### config.mk
export PLATFORM = sky130hd
export DESIGN_NAME = wb_rf_write_sched
export DESIGN_NICKNAME = d
export VERILOG_FILES = /design/src/rtl/wb_rf_write_sched_pkg.sv /design/src/rtl/wb_rf_write_sched.sv
export SDC_FILE = /design/constraint.sdc
export NUM_CORES = 1
export LEC_CHECK = 0
export ABC_AREA = 1
export CAP_MARGIN = 30
export CORE_MARGIN = 2
export CORE_UTILIZATION = 60
export DETAILED_ROUTE_END_ITERATION = 8
export DONT_BUFFER_PORTS = 1
export PLACE_DENSITY = 0.81
export SETUP_SLACK_MARGIN = 0.4
export SLEW_MARGIN = 15
export SYNTH_ARGS = -nofsm -noshare
export SYNTH_HDL_FRONTEND = slang
export SYNTH_SLANG_ARGS = --single-unit
### constraint.sdc
create_clock -name clk -period 21.6 [get_ports clk]
set_input_delay 4.32 -clock clk [delete_from_list [all_inputs] [get_ports clk]]
set_output_delay 4.32 -clock clk [all_outputs]
set_load 0.005 [all_outputs]
### src/rtl/wb_rf_write_sched_pkg.sv
// Shared definitions for the writeback RF write sequencer: FSM encoding,
// forward-bus layout and the helper that decides whether a write is real.
package wb_rf_write_sched_pkg;

    // Sequencer states (2-bit encoding)
    typedef enum logic [1:0] {
        ST_IDLE = 2'd0,
        ST_S1   = 2'd1,
        ST_S2   = 2'd2,
        ST_BUB  = 2'd3
    } ws_state_e;

    // Forward bus width and field offsets, shared with mem_stage's bus layout
    localparam int WS_SCHED_FWD_WD   = 77;
    localparam int FWD_I2_WDATA_LSB  = 0;
    localparam int FWD_I2_DEST_LSB   = 32;
    localparam int FWD_I2_PEND_BIT   = 37;
    localparam int FWD_I1_WDATA_LSB  = 38;
    localparam int FWD_I1_DEST_LSB   = 70;
    localparam int FWD_I1_PEND_BIT   = 75;
    localparam int FWD_BUSY_BIT      = 76;

    // A write is effective unless it targets $0 while $0 writes are dropped
    function automatic logic eff_write(input logic we, input logic [4:0] dest,
                                       input logic drop_r0);
        return we & ~(drop_r0 & (dest == 5'd0));
    endfunction

    // Assemble the forward bus; dest/data are zeroed when not pending
    function automatic logic [WS_SCHED_FWD_WD-1:0] pack_fwd(
        input logic        busy,
        input logic        i1_pend,
        input logic [4:0]  i1_dest,
        input logic [31:0] i1_wdata,
        input logic        i2_pend,
        input logic [4:0]  i2_dest,
        input logic [31:0] i2_wdata);
        logic [4:0]  d1;
        logic [31:0] x1;
        logic [4:0]  d2;
        logic [31:0] x2;
        d1 = i1_pend ? i1_dest  : 5'd0;
        x1 = i1_pend ? i1_wdata : 32'd0;
        d2 = i2_pend ? i2_dest  : 5'd0;
        x2 = i2_pend ? i2_wdata : 32'd0;
        return {busy, i1_pend, d1, x1, i2_pend, d2, x2};
    endfunction

endpackage

### src/rtl/wb_rf_write_sched.sv
// Single GPR write-port sequencer behind the dual-issue writeback stage.
// Accepts one retired bundle per handshake, emits its writes in program
// order (inst1 then inst2), mirrors them on the debug trace port and
// exposes not-yet-retired results on the forward bus. All outputs are
// registered: they are computed from the next state and next buffer.
module wb_rf_write_sched
    import wb_rf_write_sched_pkg::*;
#(
    parameter bit DROP_R0 = 1'b1,
    parameter int PC_W    = 32
) (
    input  logic                       clk,
    input  logic                       reset,
    input  logic                       in_valid,
    output logic                       in_ready,
    input  logic                       in_i1_we,
    input  logic [4:0]                 in_i1_dest,
    input  logic [31:0]                in_i1_wdata,
    input  logic [PC_W-1:0]            in_i1_pc,
    input  logic                       in_i2_valid,
    input  logic                       in_i2_we,
    input  logic [4:0]                 in_i2_dest,
    input  logic [31:0]                in_i2_wdata,
    input  logic [PC_W-1:0]            in_i2_pc,
    output logic                       rf_we,
    output logic [4:0]                 rf_waddr,
    output logic [31:0]                rf_wdata,
    output logic [WS_SCHED_FWD_WD-1:0] fwd_bus,
    output logic [31:0]                debug_wb_pc,
    output logic [3:0]                 debug_wb_rf_wen,
    output logic [4:0]                 debug_wb_rf_wnum,
    output logic [31:0]                debug_wb_rf_wdata
);

    ws_state_e         state_r;
    ws_state_e         state_nxt_s;

    // Bundle buffer; w1/w2 hold the effective (post $0-drop) write flags
    logic              buf_w1_r;
    logic [4:0]        buf_i1_dest_r;
    logic [31:0]       buf_i1_wdata_r;
    logic [PC_W-1:0]   buf_i1_pc_r;
    logic              buf_w2_r;
    logic [4:0]        buf_i2_dest_r;
    logic [31:0]       buf_i2_wdata_r;
    logic [PC_W-1:0]   buf_i2_pc_r;

    logic              buf_w1_nxt_s;
    logic [4:0]        buf_i1_dest_nxt_s;
    logic [31:0]       buf_i1_wdata_nxt_s;
    logic [PC_W-1:0]   buf_i1_pc_nxt_s;
    logic              buf_w2_nxt_s;
    logic [4:0]        buf_i2_dest_nxt_s;
    logic [31:0]       buf_i2_wdata_nxt_s;
    logic [PC_W-1:0]   buf_i2_pc_nxt_s;

    logic              last_cycle_s;
    logic              ready_s;
    logic              accept_s;
    logic              new_w1_s;
    logic              new_w2_s;

    logic              we_nxt_s;
    logic [4:0]        waddr_nxt_s;
    logic [31:0]       wdata_nxt_s;
    logic [31:0]       pc_nxt_s;
    logic              ready_nxt_s;
    logic [WS_SCHED_FWD_WD-1:0] fwd_nxt_s;

    // Handshake, next-state and buffer-load decisions for this cycle
    always_comb begin
        state_nxt_s        = state_r;
        buf_w1_nxt_s       = buf_w1_r;
        buf_i1_dest_nxt_s  = buf_i1_dest_r;
        buf_i1_wdata_nxt_s = buf_i1_wdata_r;
        buf_i1_pc_nxt_s    = buf_i1_pc_r;
        buf_w2_nxt_s       = buf_w2_r;
        buf_i2_dest_nxt_s  = buf_i2_dest_r;
        buf_i2_wdata_nxt_s = buf_i2_wdata_r;
        buf_i2_pc_nxt_s    = buf_i2_pc_r;

        // The bundle finishes this cycle unless S1 still owes inst2's write
        last_cycle_s = (state_r == ST_S2) | (state_r == ST_BUB) |
                       ((state_r == ST_S1) & ~buf_w2_r);
        ready_s      = (state_r == ST_IDLE) | last_cycle_s;
        accept_s     = in_valid & ready_s;
        new_w1_s     = eff_write(in_i1_we, in_i1_dest, DROP_R0);
        new_w2_s     = eff_write(in_i2_valid & in_i2_we, in_i2_dest, DROP_R0);

        if (accept_s) begin
            buf_w1_nxt_s       = new_w1_s;
            buf_i1_dest_nxt_s  = in_i1_dest;
            buf_i1_wdata_nxt_s = in_i1_wdata;
            buf_i1_pc_nxt_s    = in_i1_pc;
            buf_w2_nxt_s       = new_w2_s;
            buf_i2_dest_nxt_s  = in_i2_dest;
            buf_i2_wdata_nxt_s = in_i2_wdata;
            buf_i2_pc_nxt_s    = in_i2_pc;
            if (new_w1_s) begin
                state_nxt_s = ST_S1;
            end else if (new_w2_s) begin
                state_nxt_s = ST_S2;
            end else begin
                state_nxt_s = ST_BUB;
            end
        end else if (ready_s) begin
            state_nxt_s = ST_IDLE;
        end else begin
            // Only S1 with a pending inst2 write is not ready
            state_nxt_s = ST_S2;
        end
    end

    // Output values for the coming cycle, derived from next state and buffer
    always_comb begin
        we_nxt_s    = 1'b0;
        waddr_nxt_s = 5'd0;
        wdata_nxt_s = 32'd0;
        pc_nxt_s    = 32'd0;
        case (state_nxt_s)
            ST_S1: begin
                we_nxt_s    = 1'b1;
                waddr_nxt_s = buf_i1_dest_nxt_s;
                wdata_nxt_s = buf_i1_wdata_nxt_s;
                pc_nxt_s    = 32'(buf_i1_pc_nxt_s);
            end
            ST_S2: begin
                we_nxt_s    = 1'b1;
                waddr_nxt_s = buf_i2_dest_nxt_s;
                wdata_nxt_s = buf_i2_wdata_nxt_s;
                pc_nxt_s    = 32'(buf_i2_pc_nxt_s);
            end
            default: begin
                we_nxt_s    = 1'b0;
                waddr_nxt_s = 5'd0;
                wdata_nxt_s = 32'd0;
                pc_nxt_s    = 32'd0;
            end
        endcase

        ready_nxt_s = (state_nxt_s == ST_IDLE) | (state_nxt_s == ST_S2) |
                      (state_nxt_s == ST_BUB) |
                      ((state_nxt_s == ST_S1) & ~buf_w2_nxt_s);

        // The entry being written stays pending for the whole write cycle
        fwd_nxt_s = pack_fwd(state_nxt_s != ST_IDLE,
                             buf_w1_nxt_s & (state_nxt_s == ST_S1),
                             buf_i1_dest_nxt_s, buf_i1_wdata_nxt_s,
                             buf_w2_nxt_s & ((state_nxt_s == ST_S1) |
                                             (state_nxt_s == ST_S2)),
                             buf_i2_dest_nxt_s, buf_i2_wdata_nxt_s);
    end

    // State and bundle buffer; reset drops any in-flight bundle
    always_ff @(posedge clk or posedge reset) begin
        if (reset) begin
            state_r        <= ST_IDLE;
            buf_w1_r       <= 1'b0;
            buf_i1_dest_r  <= 5'd0;
            buf_i1_wdata_r <= 32'd0;
            buf_i1_pc_r    <= '0;
            buf_w2_r       <= 1'b0;
            buf_i2_dest_r  <= 5'd0;
            buf_i2_wdata_r <= 32'd0;
            buf_i2_pc_r    <= '0;
        end else begin
            state_r        <= state_nxt_s;
            buf_w1_r       <= buf_w1_nxt_s;
            buf_i1_dest_r  <= buf_i1_dest_nxt_s;
            buf_i1_wdata_r <= buf_i1_wdata_nxt_s;
            buf_i1_pc_r    <= buf_i1_pc_nxt_s;
            buf_w2_r       <= buf_w2_nxt_s;
            buf_i2_dest_r  <= buf_i2_dest_nxt_s;
            buf_i2_wdata_r <= buf_i2_wdata_nxt_s;
            buf_i2_pc_r    <= buf_i2_pc_nxt_s;
        end
    end

    // Registered RF write, trace, ready and forward outputs
    always_ff @(posedge clk or posedge reset) begin
        if (reset) begin
            in_ready          <= 1'b1;
            rf_we             <= 1'b0;
            rf_waddr          <= 5'd0;
            rf_wdata          <= 32'd0;
            fwd_bus           <= '0;
            debug_wb_pc       <= 32'd0;
            debug_wb_rf_wen   <= 4'd0;
            debug_wb_rf_wnum  <= 5'd0;
            debug_wb_rf_wdata <= 32'd0;
        end else begin
            in_ready          <= ready_nxt_s;
            rf_we             <= we_nxt_s;
            rf_waddr          <= waddr_nxt_s;
            rf_wdata          <= wdata_nxt_s;
            fwd_bus           <= fwd_nxt_s;
            debug_wb_pc       <= pc_nxt_s;
            debug_wb_rf_wen   <= {4{we_nxt_s}};
            debug_wb_rf_wnum  <= waddr_nxt_s;
            debug_wb_rf_wdata <= wdata_nxt_s;
        end
    end

endmodule

# --- Word level (Yosys, flattened, before mapping) ---
# Cells that the tools add are included.
op_classes:
  n_eq_ne: 6
  muxes: 20
  bitwise: 19
  n_reduce_logical: 6
ops:
  columns: ["cell", "count"]
  rows:
  - ["32-bit 2-to-1 mux", 6]
  - ["32-bit case mux with 2 select lines", 2]
  - ["5-bit 2-to-1 mux", 4]
  - ["5-bit zero test", 2]
  - ["5-bit case mux with 2 select lines", 1]
  - ["1-bit AND", 8]
  - ["2-bit == test (second input constant)", 4]
  - ["1-bit bitwise OR", 7]
  - ["2-bit 2-to-1 mux", 3]
  - ["2-bit by 1-bit == test with 1-bit output (second input constant)", 2]
  - ["2-bit zero test", 2]
  - ["1-bit 2-to-1 mux", 4]
  - ["1-bit NOT", 4]
  - ["2-bit nonzero test", 1]
  - ["2-bit OR reduction", 1]
totals:
  regBits: 291
  inputBits: 144
  out_inout_bits: 189
  word_cells: 67

# --- Longest topological paths before layout ---
# Gate-level depths: netlist of run 1.
depth:
  word_depth: 10
  mapped_depth: 14
  mapped_depth_nobuf: 10

# --- Least setup slack after synthesis of run 1 ---
# OpenSTA, ideal clock, no wires.
synth_path:
  path_type: "input to register"
  from: "input port in_valid"
  to: "register debug_wb_rf_wdata[16]"
  setup_time_ns: 0.136
  t_arrival_ns: 6.083
  required_ns: 21.464
  setup_slack_ns: 15.381
  stages: 12
  n_path_buf: 4
  path_cell_list: "buf_2 nand2_4 inv_2 nand3_1 buf_2 nand2_1 inv_1 ha_1 clkinv_1 clkbuf_1 clkbuf_1 a21oi_1"
synth_between:
  elab_chain_len: 4
  elab_cells_between_ends: 7
  classes_between: "eq/ne (2); mux (4); bitwise (1)"
synth_lines:
  columns: ["element", "line_no", "text"]
  rows:
  - ["start, declared", "wb_rf_write_sched.sv:14", "input logic in_valid,"]
  - ["1-bit AND *", "wb_rf_write_sched.sv:86", "accept_s = in_valid & ready_s;"]
  - ["2-bit 2-to-1 mux *", "wb_rf_write_sched.sv:90", "if (accept_s) begin"]
  - ["named net state_nxt_s[0]", "wb_rf_write_sched.sv:36", "ws_state_e state_nxt_s;"]
  - ["2-bit == test / 2-bit by 1-bit == test with 1-bit output (equally long branches)", "wb_rf_write_sched.sv:120", "case (state_nxt_s)"]
  - ["32-bit case mux with 2 select lines *", "wb_rf_write_sched.sv:120", null]
  - ["named net wdata_nxt_s[16]", "wb_rf_write_sched.sv:65", "logic [31:0] wdata_nxt_s;"]
  - ["end signal, assigned", "wb_rf_write_sched.sv:200", "debug_wb_rf_wdata <= wdata_nxt_s;"]
  - ["end, declared", "wb_rf_write_sched.sv:32", "output logic [31:0] debug_wb_rf_wdata"]
# The timed path passes the listed nets; every way through them passes the cells marked *.

# --- Final worst setup path of run 1 ---
layout_path:
  from: "input port in_valid"
  to: "register debug_wb_rf_wdata[29]"
# The elaborated chain is that of the path after synthesis.

==> results of run 1 <==
==> cells by family after synthesis <==
kind of cell / after synthesis / share of synthesized area (%)
AND/OR/NAND/NOR: 611 / 24.7
buffers and inverters: 381 / 13.3
flip-flops: 290 / 57.3
AO/OA/AOI/OAI: 107 / 4.25
adder cells (fa/ha/maj): 4 / 0.395
==> through the flow <==
stage	instances	hold WS [ns]	cell area [µm²]	power [mW]
5_1_grt	1608	0.583	13400	1.42
6_report	1608	0.560	13400	1.35
4_1_cts	1600	0.565	13300	1.36
3_3_place_gp	1553	0.544	12400	0.873
3_5_place_dp	1554	0.546	12400	0.882
2_1_floorplan	1393	0.526	12700	0.847
==> per-layer routing <==
metal,vias to the layer above,routed length [µm]
met2,376,14100
met5,-,0
met1,4279,11700
li1,4101,-
met4,0,809
met3,62,2780
==> final timing paths <==
check | from | end | slack, ns | cells after the start
hold reg to reg | buf_i2_wdata_r[11] | buf_i2_wdata_r[11] | 0.56 | 4
min in group asynchronous | reset | debug_wb_pc[0] | 3.54 | 1
hold / removal | buf_i2_wdata_r[11] | buf_i2_wdata_r[11] | 0.56 | 4
max in group asynchronous | reset | fwd_bus[75] | 17.05 | 3
setup reg to reg | buf_w2_r | debug_wb_rf_wdata[29] | 16.92 | 11
setup / recovery | in_valid | debug_wb_rf_wdata[29] | 14.18 | 10
==> synthesized netlist by cell type, drive strengths merged <==
master | count | area share (%)
and2 | 101 | 5.0
buf | 101 | 5.0
nor2 | 40 | 1.6
nand4 | 1 | 0.049
a21boi | 1 | 0.059
nand3 | 214 | 8.5
dfstp | 1 | 0.21
nand2 | 189 | 5.7
ha | 4 | 0.40
clkbuf | 21 | 0.63
clkinv | 1 | 0.030
nand3b | 66 | 3.9
a21oi | 106 | 4.2
dfrtp | 289 | 57
inv | 258 | 7.6
==> final cells by class <==
| cell class | count | share of cell area, % |
|---|---|---|
| flip-flops and latches | 290 | 54.2 |
| multi-input cells | 722 | 28.0 |
| inverters | 259 | 7.32 |
| clock buffers | 40 | 6.20 |
| well taps | 275 | 2.57 |
| repair buffers | 11 | 1.16 |
| clock inverters | 6 | 0.449 |
| diodes | 5 | 0.0934 |
==> placed cells by master (no fill, tap or decap), types with 2 or more instances in the layout <==
master and count:
nor2_2 19, and2_1 101, nand2_1 186, clkinvlp_4 2
nand2_2 2, ha_1 2, diode_2 5, clkbuf_8 2
buf_4 7, clkbuf_16 31, inv_1 256, a21oi_1 106
clkinv_2 3, buf_16 3, inv_2 2, clkbuf_1 7
dfrtp_1 289, nand3b_1 66, nand3_1 211, nand3_2 2
nor2_1 21
==> state kept, by name, summed over array words and instances (netlist names) <==
register           count
buf_i1_dest_r          5
buf_i1_pc_r           32
buf_i1_wdata_r        32
buf_i2_dest_r          5
buf_i2_pc_r           32
buf_i2_wdata_r        32
buf_w1_r               1
buf_w2_r               1
debug_wb_pc           32
debug_wb_rf_wdata     32
debug_wb_rf_wen        1
debug_wb_rf_wnum       5
fwd_bus               77
in_ready               1
state_r                2
==> worst min-delay path: stages, from the launching register on <==
cell and delay (ns):
dfrtp_1 0.32, inv_1 0.03, nand2_1 0.07, nand2_1 0.06, inv_1 0.05
==> power by group through the flow <==
| stage | Combinational, mW | Sequential [mW] | Clock (mW) |
|---|---|---|---|
| after CTS | 0.207 | 0.669 | 0.485 |
| after floorplan | 0.188 | 0.659 | 0 |
| after global placement | 0.197 | 0.676 | 0 |
| final | 0.208 | 0.667 | 0.477 |
| after detailed placement | 0.205 | 0.678 | 0 |
| after global routing | 0.238 | 0.676 | 0.508 |
==> results.yml, run 1 <==
sta:
  fin_crit_ns: 7.42
  fmax_ghz: 0.135
  max_slew_margin_pct: 37.4
  worst_pin_slew_ns: 0.939
  slew_viol_final: 0
  setup_tns_ns: 0
  post-route-period-util_pct: 34.4
  setup_viol: 0
  rsz0062_at_grt: "no"
  finalWorstSetupSlack_ns: 14.18
  hold_viol: 0
  clock-skew-final_ns: 0.0107
cts:
  cts-resized-gates: 0
  clk_latency_ns: 0.54
  cts_buffers: 30
  tritoncts: "built"
  root_buffer: "clkbuf_16"
  cts_hold_buffers: 0
  h-tree-depth: 1
  cts_buffer_depth: 3
  clock_sinks: 290
  post-cts-setup-buffers: 0
  path_clk_slew_ns: 0.06
floorplanning:
  die_h_um: 149
  die_x_um: 149
  ios: 333
  rows: 53
  die-area_mm2: 0.0223
  initial_core_util_pct: 60.6
  coreArea_mm2: 0.0209
power:
  p_leak_nw: 6.98
  p_sw_uw: 386
  power_frac_clock_pct: 35.3
  internal_power_uw: 966
  sw_frac_of_total_pct: 28.6
  combPwrFrac_pct: 15.4
  ir_drop_v: 0.0000555
  power_density_mw_per_mm2: 101
  seq_power_share_pct: 49.3
logic_synthesis:
  syn-instance-count: 1393
  synth_fp_nets: 1541
  syn_area_per_cell_um2: 9.09
  ys.warnings.count: 0
  yosysSeqAreaShare_pct: 57.3
  yosysUniqueCellTypes: 24
  ys_ff_latch: 290
  syn_area_mm2: 0.0127
finish:
  final-seq-area_mm2: 0.00726
  multi_input_area_mm2: 0.00375
  final_core_util_pct: 64.1
  layout.nets: 1462
  num-fill-cells: 1661
  syn_to_final_growth_pct: 5.74
  drive_gt1_share_pct: 6.10
worst_setup_path:
  timing_worst_setup_path_type: "in2reg"
  worstPathRequired_ns: 22.00
  slowest_stage: "buf_4"
  critical_path.max_fanout: 141
  cp-start-kind: "input pin"
  crit_path_end_kind: "flip-flop"
  critPathTopFamily: "buffers and inverters"
  arrival_ns: 7.82
  worst-path-buf-inv: 5
  cpMostUsedCell: "inv_2"
  worstPathCellList: "nand2_4, inv_2, nand3_2, buf_16, nand2_1, inv_1, ha_1, inv_2, buf_4, a21oi_1"
  cpPeakStageDelay_ns: 0.57
drt:
  routed_wl_um: 29400
  drt-pass1-iter-count: 5
  routedWlPerCell_um: 18.3
  vias: 8818
  viasPerCell: 5.48
  drc_errors: 0
  postRouteAntennaNets: 0
  first_iter_violations: 618
min_path:
  min_path_type: "reg2reg"
global_route:
  grt_use_met2_pct: 42.5
  grt_pass1_vias: 8578
  grt_pass1_wl_um: 46100
  grt_util_met1_pct: 34.7
  grt_overflow_total: 0
  antenna_found_initial: 5
  grt_busiest_layer: "met2"
  grt_max_degree: 142
  grtUsageMet3_pct: 7.95
  track_usage_pct: 26.3
placement:
  dp_hpwl_um: 18200
  pre_cts_ws_ns: 13.44
  gp_congestion: 0.797
  portBuffers: 0
flow_run:
  cap_violations: 0
outcome:
  status: "finished clean"
Power figures use the tool's default switching activity.
==> run 2: changes to the inputs <==
Settings changed: CORE_UTILIZATION 60 to 57, PLACE_DENSITY 0.81 to 0.8.
Clock period 21.6 ns to 6.45 ns, I/O delays scaled along.
==> results.yml, run 2 (synthesis results as in run 1) <==
cts:
  cts_buffer_depth: 3
  clock_sinks: 290
  cts_hold_buffers: 0
  h-tree-depth: 1
  cts_buffers: 29
  path_clk_slew_ns: 0.06
  tritoncts: "built"
  clk_latency_ns: 0.54
  post-cts-setup-buffers: 0
  cts-resized-gates: 0
  root_buffer: "clkbuf_16"
worst_setup_path:
  r2r_setup_slack_ns: 2.72
  r2r_cells: 11
  critPathTopFamily: "buffers and inverters"
  cp.depth: 11
  critical_path.max_fanout: 52
  worst-path-buf-inv: 5
  reg2reg_to: "debug_wb_rf_wdata[22]"
  timing_worst_setup_path_type: "reg2reg"
  worstPathRequired_ns: 6.86
  timing.rr.start: "state_r[1]"
  cp-start-kind: "flip-flop"
  setup.worst_path.end: "debug_wb_rf_wdata[22]"
  arrival_ns: 4.14
  slowest_stage: "inv_2"
  worstPathCellList: "inv_1, nand3_4, nand2_4, inv_2, nand2_2, nand2_1, inv_1, ha_1, inv_2, buf_4, a21oi_1"
  crit_path_end_kind: "flip-flop"
  crit_start: "state_r[1]"
  cpPeakStageDelay_ns: 0.65
power:
  power_density_mw_per_mm2: 344
  ir_drop_v: 0.000181
  power_frac_clock_pct: 36.4
  internal_power_mw: 3.32
  seq_power_share_pct: 48.3
  combPwrFrac_pct: 15.3
  p_leak_nw: 7.02
  p_sw_mw: 1.31
  sw_frac_of_total_pct: 28.3
floorplanning:
  die_h_um: 153
  coreArea_mm2: 0.0218
  ios: 333
  rows: 54
  die-area_mm2: 0.0234
  die_x_um: 153
  initial_core_util_pct: 58.0
placement:
  dp_hpwl_um: 18200
  place_area_mm2: 0.0125
  gp_congestion: 0.824
  pre_cts_ws_ns: 2.47
  portBuffers: 0
sta:
  setup_viol: 0
  worst_pin_slew_ns: 1.01
  post-route-period-util_pct: 57.8
  fin_crit_ns: 3.73
  whs_ns: 0.562
  setup_tns_ns: 0
  hold_viol: 0
  max_slew_margin_pct: 32.4
  slew_viol_final: 0
  fmax_ghz: 0.268
  finalWorstSetupSlack_ns: 2.72
  clock-skew-final_ns: 0.0166
  rsz0062_at_grt: "no"
finish:
  final-seq-area_mm2: 0.00726
  mostFrequentLayoutCell: "dfrtp_1"
  regMostFlops: "fwd_bus"
  final_cell_mix: "289 x dfrtp_1, 256 x inv_1, 211 x nand3_1, 186 x nand2_1, 106 x a21oi_1"
  syn_to_final_growth_pct: 6.45
  largest_reg_flops: 77
  drive_gt1_share_pct: 6.44
  num-fill-cells: 1825
  final_area_mm2: 0.0135
  layout.nets: 1462
  multi_input_area_mm2: 0.00375
global_route:
  track_usage_pct: 25.3
  grt_use_met2_pct: 40.6
  grt_overflow_total: 0
  grt_pass1_wl_um: 48000
  grtUsageMet3_pct: 6.55
  grt_pass1_vias: 8858
  grt_busiest_layer: "met2"
  grt_max_degree: 166
  grt_util_met1_pct: 33.7
  antenna_found_initial: 6
drt:
  viasPerCell: 5.46
  routed_wl_um: 29900
  first_iter_violations: 696
  vias: 8847
  drc_errors: 0
  postRouteAntennaNets: 0
  routedWlPerCell_um: 18.4
  drt-pass1-iter-count: 5
min_path:
  min_path_type: "reg2reg"
  min_from: "buf_i1_pc_r[26]"
flow_run:
  cap_violations: 0
outcome:
  status: "finished clean"
## run 2: worst reg2reg max path, stage by stage, from the launching register on
cell     delay, ns
dfrtp_1       0.35
inv_1         0.09
nand3_4       0.48
nand2_4       0.65
inv_2         0.11
nand2_2       0.12
nand2_1       0.14
inv_1         0.11
ha_1          0.28
inv_2         0.65
buf_4         0.51
a21oi_1       0.10
## run 2: power by group through the flow
| stage | clock network (mW) | logic [mW] | registers, mW |
|---|---|---|---|
| finish | 1.69 | 0.711 | 2.24 |
| global route | 1.80 | 0.811 | 2.26 |
| CTS | 1.71 | 0.711 | 2.24 |
| detailed placement | 0 | 0.702 | 2.27 |
| global placement | 0 | 0.665 | 2.27 |
| floorplan | 0 | 0.628 | 2.21 |
## run 2: worst min path at each step
stage | end | slack, ns | depth (start not counted)
after global routing | buf_i2_pc_r[21] | 0.59 | 3
final | buf_i1_pc_r[26] | 0.56 | 3
after floorplan | buf_i2_dest_r[0] | 0.53 | 4
after global placement | buf_i1_wdata_r[9] | 0.54 | 3
after detailed placement | buf_i1_pc_r[26] | 0.55 | 3
after CTS | buf_i1_pc_r[11] | 0.56 | 3
## run 2: routing by layer
metal	vias to the layer above	wire (µm)
met5	-	0
met4	0	988
met3	70	2450
met2	404	14400
met1	4278	12000
li1	4095	-
## run 2: through the flow
stage / std cells / utilization (%) / power [mW]
2_1_floorplan: 1393 / - / 2.84
3_3_place_gp: 1559 / 56.9 / 2.93
3_5_place_dp: 1562 / 57.2 / 2.97
4_1_cts: 1614 / 61.6 / 4.67
5_1_grt: 1620 / 61.8 / 4.87
6_report: 1621 / 61.8 / 4.63
## run 2: area by class of cell
cell class	instances	share of cell area [%]
sequential	290	53.8
multi-input combinational	722	27.8
inverter	259	7.24
clock buffer	43	6.14
tap	280	2.60
timing repair buffer	12	1.30
clock inverter	9	0.938
antenna	6	0.111
==> run 3: changes to the inputs <==
Clock period 6.45 ns to 3 ns, I/O delays scaled along.
==> results.yml, run 3 (synthesis results as in run 1) <==
placement:
  place_area_mm2: 0.0125
  portBuffers: 0
  pre_cts_ws_ns: 0.669
  gp_congestion: 0.827
  dp_hpwl_um: 18400
  dp.cells: 1569
floorplanning:
  rows: 54
  ios: 333
  die_x_um: 153
  coreArea_mm2: 0.0218
  initial_core_util_pct: 58.0
  die-area_mm2: 0.0234
  die_h_um: 153
power:
  internal_power_mw: 7.08
  power_density_mw_per_mm2: 731
  ir_drop_v: 0.000396
  sw_frac_of_total_pct: 28.2
  seq_power_share_pct: 48.7
  p_sw_mw: 2.78
  p_leak_nw: 7.03
  combPwrFrac_pct: 15.5
  power_frac_clock_pct: 35.7
outcome:
  status: "finished clean"
worst_setup_path:
  arrival_ns: 2.49
  timing.rr.start: "buf_w2_r"
  r2r_setup_slack_ns: 0.89
  worstPathRequired_ns: 3.38
  worstPathCellList: "nand3_4, nand2_4, inv_2, nand3_2, nand2_1, inv_1, ha_1, inv_2, buf_12, a21oi_1"
  reg2reg_to: "debug_wb_pc[27]"
  crit_path_end_kind: "flip-flop"
  cpMostUsedCell: "inv_2"
  critical_path.max_fanout: 69
  cp-start-kind: "flip-flop"
  r2r_cells: 10
  slowest_stage: "dfrtp_1"
  cpPeakStageDelay_ns: 0.42
  timing_worst_setup_path_type: "reg2reg"
finish:
  syn_to_final_growth_pct: 6.53
  drive_gt1_share_pct: 6.65
  final_cell_mix: "289 x dfrtp_1, 256 x inv_1, 211 x nand3_1, 186 x nand2_1, 106 x a21oi_1"
  final_cells: 1623
  final_area_mm2: 0.0135
  largest_reg_flops: 77
  layout.nets: 1468
  mostFrequentLayoutCell: "dfrtp_1"
  regMostFlops: "fwd_bus"
sta:
  max_slew_margin_pct: 43.2
  hold_viol: 0
  setup_tns_ns: 0
  post-route-period-util_pct: 70.3
  rsz0062_at_grt: "no"
  fmax_ghz: 0.474
  worst_pin_slew_ns: 0.852
  slew_viol_final: 0
  fin_crit_ns: 2.11
  setup_viol: 0
  clock-skew-final_ns: 0.0149
  finalWorstSetupSlack_ns: 0.891
drt:
  routed_wl_um: 29900
  routedWlPerCell_um: 18.4
  first_iter_violations: 577
  viasPerCell: 5.48
  drc_errors: 0
  drt-pass1-iter-count: 5
  postRouteAntennaNets: 0
  vias: 8899
cts:
  path_clk_slew_ns: 0.06
  tritoncts: "built"
  clk_latency_ns: 0.54
  cts_buffer_depth: 3
  root_buffer: "clkbuf_16"
  clock_sinks: 290
  h-tree-depth: 1
  cts-resized-gates: 0
  post-cts-setup-buffers: 0
  cts_buffers: 28
  cts_hold_buffers: 1
global_route:
  grt_pass1_wl_um: 49000
  grt_max_degree: 142
  track_usage_pct: 25.8
  grt_pass1_vias: 9131
  grt_overflow_total: 0
  antenna_found_initial: 5
min_path:
  min_path_type: "in2reg"
  holdPathEnd: "state_r[1]"
  whs_path_depth: 3
  min_from: "in_i1_we"
flow_run:
  cap_violations: 0
==> run 3: power by group through the flow <==
stage	sequential [mW]	combinational [mW]	clock, mW
finish	4.80	1.53	3.52
global route	4.86	1.75	3.76
CTS	4.82	1.54	3.60
detailed placement	4.88	1.52	0
global placement	4.87	1.47	0
floorplan	4.75	1.35	0
==> run 3: how the worst max path moves through the flow <==
stage                     depth (start not counted)     startpoint  slack (ns)               endpoint
after detailed placement                         10  in_i2_dest[2]        0.67        debug_wb_pc[27]
after global placement                            9  in_i2_dest[2]        0.71        debug_wb_pc[17]
final                                            10       buf_w2_r        0.89        debug_wb_pc[27]
after CTS                                        11     state_r[1]        0.89        debug_wb_pc[27]
after floorplan                                   1          reset       -1.45       buf_i1_dest_r[0]
after global routing                             11     state_r[1]        0.76  debug_wb_rf_wdata[10]
==> run 3: worst max-delay path, delay by kind of cell, from the launching register on <==
kind                     cells  cell delay [ns]
AO/OA/AOI/OAI                1             0.11
buffers and inverters        4             0.61
AND/OR/NAND/NOR              4             0.46
adder cells (fa/ha/maj)      1             0.36
flip-flops                   1             0.42
==> run 3: per-stage QoR <==
step / utilization (%) / hold slack, ns / power (mW)
detailed placement: 57.5 / 0.527 / 6.40
floorplan: - / 0.526 / 6.10
global route: 61.8 / 0.289 / 10.4
global placement: 57.5 / 0.528 / 6.33
CTS: 61.8 / 0.264 / 9.95
finish: 61.8 / 0.312 / 9.86
==> run 3: per-layer routing <==
layer / track usage (%) / share of wire [%] / wire length (µm)
met1: 33.1 / 40 / 11900
met2: 42.8 / 49 / 14600
met3: 7.63 / 9.0 / 2690
met4: 7.36 / 2.4 / 710
met5: 0 / 0 / 0
==> run 3: final cells by class <==
class / count / area [µm²]
fillers: 1804 / 8330
inverters: 259 / 976
well taps: 280 / 350
clock inverters: 4 / 70.1
multi-input cells: 722 / 3750
diodes: 5 / 12.5
repair buffers: 19 / 220
clock buffers: 44 / 852
flip-flops and latches: 290 / 7260
